[config.mk]
export PLATFORM = sky130hd
export DESIGN_NAME = dac_request_arbiter_flat
export DESIGN_NICKNAME = d
export VERILOG_FILES = /design/src/rtl/dac_request_arbiter_if.sv /design/src/rtl/dac_request_arbiter.sv /design/src/flat_wrapper.sv
export SDC_FILE = /design/constraint.sdc
export NUM_CORES = 1
export LEC_CHECK = 0
export BUFFER_PORTS_ARGS = -buffer_cell sky130_fd_sc_hd__buf_2
export CELL_PAD_IN_SITES_DETAIL_PLACEMENT = 0
export CELL_PAD_IN_SITES_GLOBAL_PLACEMENT = 1
export CORE_ASPECT_RATIO = 0.7
export CORE_MARGIN = 3
export CORE_UTILIZATION = 40
export CTS_BUF_LIST = sky130_fd_sc_hd__clkbuf_8
export CTS_CLUSTER_DIAMETER = 200
export DETAILED_ROUTE_END_ITERATION = 10
export GPL_TIMING_DRIVEN = 0
export PLACE_DENSITY = 0.8
export SYNTH_ARGS = -nofsm -noshare
export SYNTH_HDL_FRONTEND = slang
export SYNTH_SLANG_ARGS = --single-unit
[constraint.sdc]
create_clock -name clk -period 1.59 [get_ports clk]
set_input_delay 0.318 -clock clk [delete_from_list [all_inputs] [get_ports clk]]
set_output_delay 0.318 -clock clk [all_outputs]
set_load 0.005 [all_outputs]
[src/rtl/dac_request_arbiter_if.sv]
// Signal bundle between dac_request_arbiter, its four requesters and the DAC interface.
interface dac_request_arbiter_if;
    logic        enable;
    logic [3:0]  req;
    logic [11:0] data_0;
    logic [11:0] data_1;
    logic [11:0] data_2;
    logic [11:0] data_3;
    logic        dac_start;
    logic [11:0] dac_data;
    logic        dac_tx_complete;
    logic [3:0]  done;
    logic [3:0]  grant;
    logic [3:0]  pending;
    logic [3:0]  overrun;
    logic        busy;
    logic        timeout_err;

    modport master (
        output enable, req, data_0, data_1, data_2, data_3, dac_tx_complete,
        input  dac_start, dac_data, done, grant, pending, overrun, busy, timeout_err
    );

    modport slave (
        input  enable, req, data_0, data_1, data_2, data_3, dac_tx_complete,
        output dac_start, dac_data, done, grant, pending, overrun, busy, timeout_err
    );
endinterface

[src/rtl/dac_request_arbiter.sv]
// Four-channel request queue and arbiter in front of one MCP4725 DAC interface.
// Optional WAIT watchdog enabled by defining DAC_ARB_TIMEOUT_EN.
module dac_request_arbiter #(
    parameter int unsigned START_CYCLES   = 2,
    parameter int unsigned PRIORITY_MODE  = 0,
    parameter int unsigned TIMEOUT_CYCLES = 4096
) (
    input logic                  clk,
    input logic                  rst,
    dac_request_arbiter_if.slave bus
);

    typedef enum logic [2:0] {
        S_IDLE,
        S_LOAD,
        S_START,
        S_WAIT,
        S_DONE
    } state_t;

    state_t      state;
    logic [1:0]  sel;
    logic [1:0]  ptr;
    logic [11:0] hold [4];
    logic [11:0] data_in [4];
    logic [3:0]  pending_r;
    logic [3:0]  grant_r;
    logic [3:0]  done_r;
    logic [3:0]  overrun_r;
    logic [11:0] inflight;
    logic        start_r;
    logic        busy_r;
    logic        cpl_prev;
    logic [3:0]  start_cnt;

    logic [3:0]  req;
    logic [3:0]  sel_onehot;
    logic [3:0]  load_clr;
    logic [1:0]  base;
    logic [1:0]  scan;
    logic [1:0]  pick;
    logic        pick_valid;
    logic        cpl_rise;

    assign req        = bus.req;
    assign data_in[0] = bus.data_0;
    assign data_in[1] = bus.data_1;
    assign data_in[2] = bus.data_2;
    assign data_in[3] = bus.data_3;
    assign sel_onehot = 4'b0001 << sel;
    assign cpl_rise   = bus.dac_tx_complete & ~cpl_prev;
    assign base       = (PRIORITY_MODE != 0) ? 2'd0 : ptr;

    // First pending channel at or after base, wrapping 3 -> 0.
    always_comb begin
        pick       = '0;
        pick_valid = 1'b0;
        scan       = '0;
        for (int unsigned i = 0; i < 4; i++) begin
            scan = base + 2'(i);
            if (!pick_valid && pending_r[scan]) begin
                pick       = scan;
                pick_valid = 1'b1;
            end
        end
    end

    always_comb begin
        load_clr = '0;
        if (state == S_LOAD) load_clr = sel_onehot;
    end

`ifdef DAC_ARB_TIMEOUT_EN
    localparam int unsigned TW = (TIMEOUT_CYCLES > 1) ? $clog2(TIMEOUT_CYCLES) : 1;
    logic [TW-1:0] wait_cnt;
    logic          terr_r;
`endif

    always_ff @(posedge clk) begin
        if (rst) begin
            state     <= S_IDLE;
            sel       <= '0;
            ptr       <= '0;
            pending_r <= '0;
            grant_r   <= '0;
            done_r    <= '0;
            overrun_r <= '0;
            inflight  <= '0;
            start_r   <= 1'b0;
            busy_r    <= 1'b0;
            cpl_prev  <= 1'b0;
            start_cnt <= '0;
            for (int unsigned n = 0; n < 4; n++) hold[n] <= '0;
`ifdef DAC_ARB_TIMEOUT_EN
            wait_cnt  <= '0;
            terr_r    <= 1'b0;
`endif
        end else begin
            done_r    <= '0;
            overrun_r <= req & pending_r;
            cpl_prev  <= bus.dac_tx_complete;
            // A strobe coinciding with LOAD re-queues the channel: set wins over clear.
            pending_r <= (pending_r & ~load_clr) | req;
            for (int unsigned n = 0; n < 4; n++) begin
                if (req[n]) hold[n] <= data_in[n];
            end
`ifdef DAC_ARB_TIMEOUT_EN
            terr_r    <= 1'b0;
`endif
            case (state)
                S_IDLE: begin
                    if (bus.enable && pick_valid) begin
                        sel    <= pick;
                        busy_r <= 1'b1;
                        state  <= S_LOAD;
                    end
                end
                S_LOAD: begin
                    inflight  <= hold[sel];
                    grant_r   <= sel_onehot;
                    start_r   <= 1'b1;
                    start_cnt <= '0;
                    state     <= S_START;
                end
                S_START: begin
                    if (start_cnt == 4'(START_CYCLES - 1)) begin
                        start_r <= 1'b0;
                        state   <= S_WAIT;
`ifdef DAC_ARB_TIMEOUT_EN
                        wait_cnt <= '0;
`endif
                    end else begin
                        start_cnt <= start_cnt + 4'd1;
                    end
                end
                S_WAIT: begin
                    if (cpl_rise) begin
                        done_r <= sel_onehot;
                        state  <= S_DONE;
                    end
`ifdef DAC_ARB_TIMEOUT_EN
                    else if (wait_cnt == TW'(TIMEOUT_CYCLES - 1)) begin
                        terr_r  <= 1'b1;
                        grant_r <= '0;
                        busy_r  <= 1'b0;
                        ptr     <= sel + 2'd1;
                        state   <= S_IDLE;
                    end else begin
                        wait_cnt <= wait_cnt + 1'b1;
                    end
`endif
                end
                S_DONE: begin
                    grant_r <= '0;
                    busy_r  <= 1'b0;
                    ptr     <= sel + 2'd1;
                    state   <= S_IDLE;
                end
                default: state <= S_IDLE;
            endcase
        end
    end

    assign bus.dac_start = start_r;
    assign bus.dac_data  = inflight;
    assign bus.done      = done_r;
    assign bus.grant     = grant_r;
    assign bus.pending   = pending_r;
    assign bus.overrun   = overrun_r;
    assign bus.busy      = busy_r;
`ifdef DAC_ARB_TIMEOUT_EN
    assign bus.timeout_err = terr_r;
`else
    assign bus.timeout_err = 1'b0;
`endif

endmodule

[src/flat_wrapper.sv]
// flat-port wrapper written by rule: the top's interface ports become plain ports
module dac_request_arbiter_flat 
#(
    parameter int unsigned START_CYCLES   = 2,
    parameter int unsigned PRIORITY_MODE  = 0,
    parameter int unsigned TIMEOUT_CYCLES = 4096
)
  (clk, rst, bus_enable, bus_req, bus_data_0, bus_data_1, bus_data_2, bus_data_3, bus_dac_tx_complete, bus_dac_start, bus_dac_data, bus_done, bus_grant, bus_pending, bus_overrun, bus_busy, bus_timeout_err);
  dac_request_arbiter_if bus_i ();
  input logic clk;
  input logic rst;
  input wire logic [$bits(bus_i.enable)-1:0] bus_enable;
  input wire logic [$bits(bus_i.req)-1:0] bus_req;
  input wire logic [$bits(bus_i.data_0)-1:0] bus_data_0;
  input wire logic [$bits(bus_i.data_1)-1:0] bus_data_1;
  input wire logic [$bits(bus_i.data_2)-1:0] bus_data_2;
  input wire logic [$bits(bus_i.data_3)-1:0] bus_data_3;
  input wire logic [$bits(bus_i.dac_tx_complete)-1:0] bus_dac_tx_complete;
  output wire logic [$bits(bus_i.dac_start)-1:0] bus_dac_start;
  output wire logic [$bits(bus_i.dac_data)-1:0] bus_dac_data;
  output wire logic [$bits(bus_i.done)-1:0] bus_done;
  output wire logic [$bits(bus_i.grant)-1:0] bus_grant;
  output wire logic [$bits(bus_i.pending)-1:0] bus_pending;
  output wire logic [$bits(bus_i.overrun)-1:0] bus_overrun;
  output wire logic [$bits(bus_i.busy)-1:0] bus_busy;
  output wire logic [$bits(bus_i.timeout_err)-1:0] bus_timeout_err;
  assign bus_i.enable = bus_enable;
  assign bus_i.req = bus_req;
  assign bus_i.data_0 = bus_data_0;
  assign bus_i.data_1 = bus_data_1;
  assign bus_i.data_2 = bus_data_2;
  assign bus_i.data_3 = bus_data_3;
  assign bus_i.dac_tx_complete = bus_dac_tx_complete;
  assign bus_dac_start = bus_i.dac_start;
  assign bus_dac_data = bus_i.dac_data;
  assign bus_done = bus_i.done;
  assign bus_grant = bus_i.grant;
  assign bus_pending = bus_i.pending;
  assign bus_overrun = bus_i.overrun;
  assign bus_busy = bus_i.busy;
  assign bus_timeout_err = bus_i.timeout_err;
  dac_request_arbiter #(.START_CYCLES(START_CYCLES), .PRIORITY_MODE(PRIORITY_MODE), .TIMEOUT_CYCLES(TIMEOUT_CYCLES)) u_core (.clk(clk), .rst(rst), .bus(bus_i));
endmodule
* Word-level counts from Yosys, hierarchy flattened
Memories as Yosys holds them, arrays and structs flattened. A register that Yosys moved wholly into a read port is not among the register bits. Cells that the tools add are included.
Word-level totals: register bits after elaboration 30, memories kept 1, bits in writable memories 48, word-level logic and storage cells 106, output and inout port bits 31
Memory list:
- u_core.hold | depth 4, bits a word 12, rd ports 1, clocked after memory_dff 1, write ports 4, line dac_request_arbiter.sv:24 | logic [11:0] hold [4];
Operators by class: shifts and indexed selects 1, $add $sub $neg 5, muxes and demuxes 46, reduce and logical (&&, ||, !) cells 17, bitwise gates (word level) 12, equality and inequality tests 9, order comparisons 4
Operators by type and width (number):
- $mux W12 | 4
- $mux W1 | 24
- $pmux W4 S2 | 2
- $lt A2 B3 Y1 const B | 4
- $pmux W3 S4 | 1
- $mux W3 | 3
- $and A4 B4 Y4 | 2
- $bmux W1 S2 | 4
- $mux W2 | 4
- $mux W4 | 2
- $reduce_and A2 Y1 | 4
- $eq A3 B2 Y1 const B | 2
- $ne A2 B1 Y1 const B | 3
- $reduce_bool A2 Y1 | 3
- $add A2 B1 Y2 const B | 2
- $add A2 B2 Y2 const B | 2
- $add A4 B1 Y4 const B | 1
- $eq A4 B1 Y1 const B | 1
- $logic_and A1 B1 Y1 | 4
- $not A4 Y4 | 1
- $or A1 B1 Y1 | 4
- $or A4 B4 Y4 | 1
- $pmux W1 S2 | 2
- $shl A1 B2 Y4 const A | 1
- other kinds (9) | 13

* Depth between registers and ports, before layout
Gate-level depths: netlist of the first run.
depth in word-level cells 15, gate-level depth with buffers 6, mapped depth without buffers 5

* Worst setup path after synthesis of the first run
Ideal clock, no wire load.
path kind flip-flop to flip-flop, start reg u_core.sel[0], end reg u_core.grant_r[0] (netlist: u_core.bus.grant[0]), path buffers 1, slack 0.003 ns, data arrival time 1.455 ns, stages on the path, launching flop included 7, cell sequence dfxtp_1 buf_2 inv_1 ha_1 nor3b_1 o21ai_0 a21oi_1
Between the ends: word-level cells in the longest chain between the ends 2
Ends and longest elaborated chain:
- from (decl) | line dac_request_arbiter.sv:22 | logic [1:0] sel;
- from (signal assigned) | line dac_request_arbiter.sv:113 | sel <= pick;
- $shl A1 B2 Y4 | line dac_request_arbiter.sv:50 | assign sel_onehot = 4'b0001 << sel;
- named net u_core.sel_onehot[0] | line dac_request_arbiter.sv:37 | logic [3:0] sel_onehot;
- $pmux W4 S2 | line dac_request_arbiter.sv:110 | case (state)
- to (signal assigned) | line dac_request_arbiter.sv:120 | grant_r <= sel_onehot;
- to (decl) | line dac_request_arbiter.sv:27 | logic [3:0] grant_r;
The timed path passes the listed nets, and every way through them passes these cells. A chain may end at the register's enable or synchronous reset.

* Worst setup path in the final report of the first run
start reg u_core.state[2], end reg u_core.start_cnt[3]
Between the ends: word-level cells in the longest chain between the ends 3, elaborated cells on any way between the ends 6
Ends and longest elaborated chain:
- from (decl) | line dac_request_arbiter.sv:21 | state_t state;
- from (signal assigned) | line dac_request_arbiter.sv:81 | state <= S_IDLE;
- from (signal assigned) | line dac_request_arbiter.sv:115 | state <= S_LOAD;
- from (signal assigned) | line dac_request_arbiter.sv:123 | state <= S_START;
- $eq A3 B2 Y1 / $eq A3 B1 Y1 (equally long branches) | line dac_request_arbiter.sv:110
- $ne A2 B2 Y1 (no line) / $reduce_bool A2 Y1 (equally long branches)
- $reduce_and A2 Y1 (no line)
- to (signal assigned) | line dac_request_arbiter.sv:133 | start_cnt <= start_cnt + 4'd1;
- to (decl) | line dac_request_arbiter.sv:34 | logic [3:0] start_cnt;
Parallel ways exist; a longest one is shown, timed or not.

==> metrics.cfg, run 1 <==
[pwr]
power_w=0.004861
power.density_mw_per_mm2=1039
ir_drop_mv=0.4950
power.leakage_nw=1.879

[hold_path]
whs_path_depth=2
holdPathEnd=u_core.cpl_prev
hold_path.class=input pin to flop
hp-start=bus_dac_tx_complete

[timing]
fin_crit_ps=1571
slew_violations=0
grt_setup_unrepaired=yes
fmax_mhz=636.6
fin_ws_ps=19.13
fin_crit_sh=0.9880
tns_ps=0
fin_worst_skew_ps=11.06
final-setup-viol-count=0
hold_viol_final=0
relSlewSlack=0.6369
worst_pin_slew_ps=544.7

[worst_setup_path]
crit_type=flop to flop
regToRegStartpoint=u_core.state[2]
cp_num_buf_inv=1
worst-path-max-fanout=10
crit_required_ps=1890
ff2ff_setup_slack_ps=20
cpPeakStageDelay_ps=470
cp.arrival_ps=1870
path_cells=buf_6 -> or3b_4 -> or4_1 -> a21oi_1
endpoint_kind=flop
r2r_end=u_core.start_cnt[3]
worstRegToRegCells=4
cp-start-kind=flop
cp_slowest_cell=or4_1
crit_family=simple AND/OR/NAND/NOR gates

[clock_network]
cts_buffer_depth=2
clk_pin_slew_ps=90
cts_tree=built
cts_made_buffers=9
cts_root_buffer=clkbuf_8
htreeDepth=3
clock_sinks=90
clk_latency_ps=360
cts_hold_buf=0

[cells_and_area]
design_area_sq_mm=0.004679
finalNetCount=483
final_cell_mix=84 x buf_2, 56 x and2_1, 48 x edfxtp_1
layout-drive-gt1-share=0.3146
instances_no_fill=550
areaGrowthSynthToFinish_pct=20.84
final_common_cell=buf_2
antenna_cells=0

[synthesis]
synth_cell_type_count=43
ys.flop_type=edfxtp_1
synthArstFlopShare=0
synth_edf_count=48
avgSynthCellArea_sq_um=11.84
yosysSeqAreaShare=0.5893
syn_inst=327
ys_warn_count=0
synth-seq-cells=90
synth_fp_nets=389
syn_area_sq_mm=0.003872

[die]
ioPinCount=87
die_area_sq_mm=0.01092
die-width_um=123.6
rows=29
die_h_um=88.32
core_sq_mm=0.009253
start_util=0.4185

[placed_design]
dp_cells=535
place_area_sq_mm=0.004448
port_buffers=84
hpwl_um=6771
post-place-ws_ps=-306.0
gp_congestion=0.8481

[detailed_routing]
drc=0
drtIter0Drc=168
vias=2734
antenna_left=0
wirelength_um=8821
dr.pass1.iters=5
routedWlPerCell_um=16.04
via_per_inst=4.971

[global_route]
antenna_found_initial=0
overflow=0
grt_pass1_wl_um=13680
grt_usage=0.1692
first_global_vias=2593
grt_max_degree=15

[run]
maxCapViolations=0

[run_status]
run_status=complete, no violations

worst max path at each step:
stage / start / end / depth (start not counted)
after detailed placement: u_core.sel[1] / u_core.bus.grant[1] / 6
after CTS: u_core.state[2] / u_core.bus.dac_data[3] / 5
after floorplan: u_core.sel[0] / u_core.bus.grant[0] / 6
after global placement: rst / u_core.hold[1][11] / 3
after global routing: u_core.state[2] / u_core.start_cnt[3] / 4
final: u_core.state[2] / u_core.start_cnt[3] / 4
report_power, final:
| part | switching [W] | internal (W) |
|---|---|---|
| Sequential | 0.000124 | 0.00264 |
| Clock | 0.000786 | 0.000548 |
| Combinational | 0.000398 | 0.000368 |
| Total | 0.00131 | 0.00355 |
registers in the layout, summed over array words and instances (netlist names):
name,count
u_core.hold,48
u_core.bus.dac_start,1
u_core.bus.overrun,4
u_core.bus.dac_data,12
u_core.cpl_prev,1
u_core.bus.grant,4
u_core.base,2
u_core.sel,2
u_core.bus.done,4
u_core.bus.busy,1
u_core.bus.pending,4
u_core.start_cnt,4
u_core.state,3
repair_timing:
item	4_1_cts	5_1_grt
hold endpoints to repair	0	0
buffers inserted	0	1
pin swaps	0	2
resized for setup	11	14
setup endpoints to repair	28	57
Yosys cell counts (3+ instances only):
cell type / n / area, sq um
and2_1: 56 / 350.3
edfxtp_1: 48 / 1441
dfxtp_1: 42 / 840.8
nand2_1: 30 / 112.6
a21oi_1: 23 / 115.1
clkbuf_1: 15 / 56.30
mux4_2: 12 / 270.3
nor2_1: 8 / 30.03
nor3b_1: 8 / 60.06
o21ai_0: 8 / 40.04
a21boi_0: 7 / 52.55
inv_1: 7 / 26.28
nor2b_1: 7 / 43.79
ha_1: 6 / 75.07
nand2b_1: 5 / 31.28
and3_1: 4 / 25.02
o21a_1: 4 / 30.03
or2_2: 4 / 25.02
nor3_1: 3 / 15.01
layer usage:
layer  wire (um)  global-route usage  share of wire
met1        4452              0.2578           0.50
met2        3739              0.2354           0.42
met3         613             0.04217          0.069
met4          16             0.05427         0.0018
met5           0                   0              0
cell type report:
class | count | area [sq um]
repair buffers | 85 | 427.9
multi-input cells | 211 | 1520
plain buffers | 17 | 98.84
clock inverters | 7 | 37.54
fillers | 852 | 4573
well taps | 124 | 155.1
flip-flops and latches | 90 | 2290
inverters | 7 | 26.28
clock buffers | 9 | 123.9
metrics by stage:
stage | util | hold slack [ps]
floorplan | - | 441.9
global placement | 0.4807 | 444.0
detailed placement | 0.4807 | 449.2
CTS | 0.5007 | 178.7
global route | 0.5057 | 169.3
finish | 0.5057 | 182.1
cells by family after synthesis:
kind of cell               Yosys count  synth area share
buffers and inverters               26           0.02875
and+or+nand+nor                    138            0.2029
muxes                               14           0.07496
other                                1         0.0009684
adders and majority gates            6           0.01939
DFF                                 90            0.5893
AOI/OAI and AO/OA                   52           0.08369
Note: power is estimated with default switching activity, not from simulation.
==> inputs of run 2 (changes only) <==
--- a/config.mk
+++ b/config.mk
@@ -15,7 +15,7 @@
 export CTS_CLUSTER_DIAMETER = 200
 export DETAILED_ROUTE_END_ITERATION = 10
 export GPL_TIMING_DRIVEN = 0
-export PLACE_DENSITY = 0.8
+export PLACE_DENSITY = 0.88
 export SYNTH_ARGS = -nofsm -noshare
 export SYNTH_HDL_FRONTEND = slang
 export SYNTH_SLANG_ARGS = --single-unit
==> constraint.sdc (replaced) <==
create_clock -name clk -period 1.59 [get_ports clk]
set_input_delay 0.318 -clock clk [delete_from_list [all_inputs] [get_ports clk]]
set_output_delay 0.318 -clock clk [all_outputs]
set_load 0.1 [all_outputs]
==> run 2 against run 1 <==
Effect of this change:
- global-route usage is 0.23 points lower
- sequential power hardly changed
- sequential cell count stayed put
- final area is 0.99% higher
- critical endpoint unchanged
- largest cell class unchanged
- largest power group unchanged
- highest routed layer unchanged
==> metrics.cfg, run 2 (synthesized netlist as in run 1, its figures left out) <==
[global_route]
use_met2=0.2418  ; +0.006376
first_global_vias=2615  ; +0.85%
grt_pass1_wl_um=13390  ; -2.1%
grt-busiest-layer=met2
grt_max_degree=17  ; +2
grtUsageMet3=0.04345  ; +0.001278
antenna_found_initial=0  ; unchanged
grt_usage=0.1669  ; -0.002296
overflow=0  ; unchanged
met1_usage=0.2406  ; -0.01723

[detailed_routing]
vias=2756  ; +0.80%
dr.pass1.iters=4  ; -1
antenna_left=0  ; unchanged
wirelength_um=8606  ; -2.4%
drtIter0Drc=211  ; +26%
drc=0  ; unchanged
routedWlPerCell_um=15.59  ; -2.8%
via_per_inst=4.993  ; +0.44%

[cells_and_area]
final_common_cell=buf_2
areaGrowthSynthToFinish_pct=22.04
antenna_cells=0  ; unchanged
finalNetCount=485  ; +0.41%
layout-drive-gt1-share=0.3294  ; +0.01489
utilization=0.5108  ; +0.005004
final_cell_mix=82 x buf_2, 56 x and2_1, 48 x edfxtp_1
largest_register_ffs=48  ; unchanged
regMostFlops=u_core.hold
n_fill_cell=831  ; -2.5%

[clock_network]
clock_sinks=90  ; unchanged
clk_latency_ps=360  ; about the same
cts_made_buffers=9  ; unchanged
htreeDepth=3  ; unchanged
cts_hold_buf=0  ; unchanged
cts_tree=built
cts_root_buffer=clkbuf_8
cts_buffer_depth=2  ; unchanged
clk_pin_slew_ps=90  ; about the same

[die]
die-width_um=123.6  ; unchanged
rows=29  ; unchanged
die_h_um=88.32  ; unchanged
ioPinCount=87  ; unchanged
core_sq_mm=0.009253  ; unchanged
start_util=0.4185  ; unchanged
die_area_sq_mm=0.01092  ; unchanged

[timing]
relSlewSlack=0.6313  ; -0.005613
fin_crit_sh=0.9918  ; +0.003781
fmax_mhz=634.2  ; -0.38%
fin_worst_skew_ps=8.465  ; -2.590 ps
worst_pin_slew_ps=553.1  ; +8.419 ps
fin_ws_ps=13.12  ; -6.011 ps
hold_viol_final=0  ; unchanged
fin_crit_ps=1577  ; +6.011 ps
final-setup-viol-count=0  ; unchanged
tns_ps=0  ; unchanged
slew_violations=0  ; unchanged

[pwr]
power.leakage_nw=1.907  ; +1.5%
power.density_mw_per_mm2=1162  ; +12%
ir_drop_mv=0.3647  ; -26%
power_w=0.005491  ; +13%

[worst_setup_path]
crit_required_ps=1880  ; about the same
cp-start-kind=flop
cp.arrival_ps=1870  ; about the same
crit_type=flop to flop
worst-path-max-fanout=10  ; unchanged
endpoint_kind=flop

[hold_path]
hold_path.class=input pin to flop

[placed_design]
hpwl_um=6713  ; -0.85%
post-place-ws_ps=-303.2  ; +2.797 ps
port_buffers=84  ; unchanged
gp_congestion=0.8198  ; -3.3%

[run_status]
run_status=complete, no violations

[run]
maxCapViolations=0  ; unchanged

## run 2: cell types whose count changed in the layout (fill, tap and decap cells not counted), sizes merged
cell	previous run	this run
inv	8	9
clkinvlp	2	3
clkinv	4	1
bufinv	0	1
clkbuf	22	24
## run 2: worst paths after layout
kind / start / end / slack [ps] / cells after the start
setup reg to reg: u_core.state[2] / u_core.start_cnt[3] / 10 / 4
setup / recovery: u_core.state[2] / u_core.start_cnt[3] / 10 / 4
hold reg to reg: u_core.bus.dac_data[9] / u_core.bus.dac_data[9] / 450 / 2
hold / removal: bus_req[0] / u_core.bus.pending[0] / 200 / 2
## run 2: metrics by stage
step	instances	hold slack, ps	instance area, sq um
2_1_floorplan	327	441.9	3877
6_report	552	197.8	4726
5_1_grt	552	174.0	4726
3_5_place_dp	535	447.5	4453
3_3_place_gp	535	442.0	4453
4_1_cts	550	182.4	4676
## run 2: cell type report
class	instances	area [sq um]	area share
Sequential cell	90	2293	0.4853
Multi-Input combinational cell	211	1506	0.3188
Timing Repair Buffer	87	447.9	0.09478
Tap cell	124	155.1	0.03283
Clock buffer	9	123.9	0.02621
Buffer	17	96.34	0.02039
Clock inverter	7	76.32	0.01615
Inverter	7	26.28	0.005560
## run 2: power breakdown
group / internal [W] / switching (W)
Combinational: 0.000374 / 0.000799
Sequential: 0.00264 / 0.000119
Clock: 0.000735 / 0.000827
Total: 0.00375 / 0.00174
## run 2: critical path, cell delays in order (launching register included)
cell	delay (ps)
dfxtp_1	320
buf_6	130
or3b_4	430
or4_1	480
a21oi_1	150
## run 2: repair_timing
action | CTS | global route
setup endpoints to repair | 23 | 21
pin swaps | 0 | 2
gates cloned | 0 | 0
buffers inserted | 0 | 3
gates resized for setup | 11 | 16
## run 2: metal layers
layer  vias up  wire length, um  share of wire
li1       1344                -              -
met1      1297             4207           0.49
met2       102             3672           0.43
met3        13              577          0.067
met4         0              148          0.017
met5         -                0              0
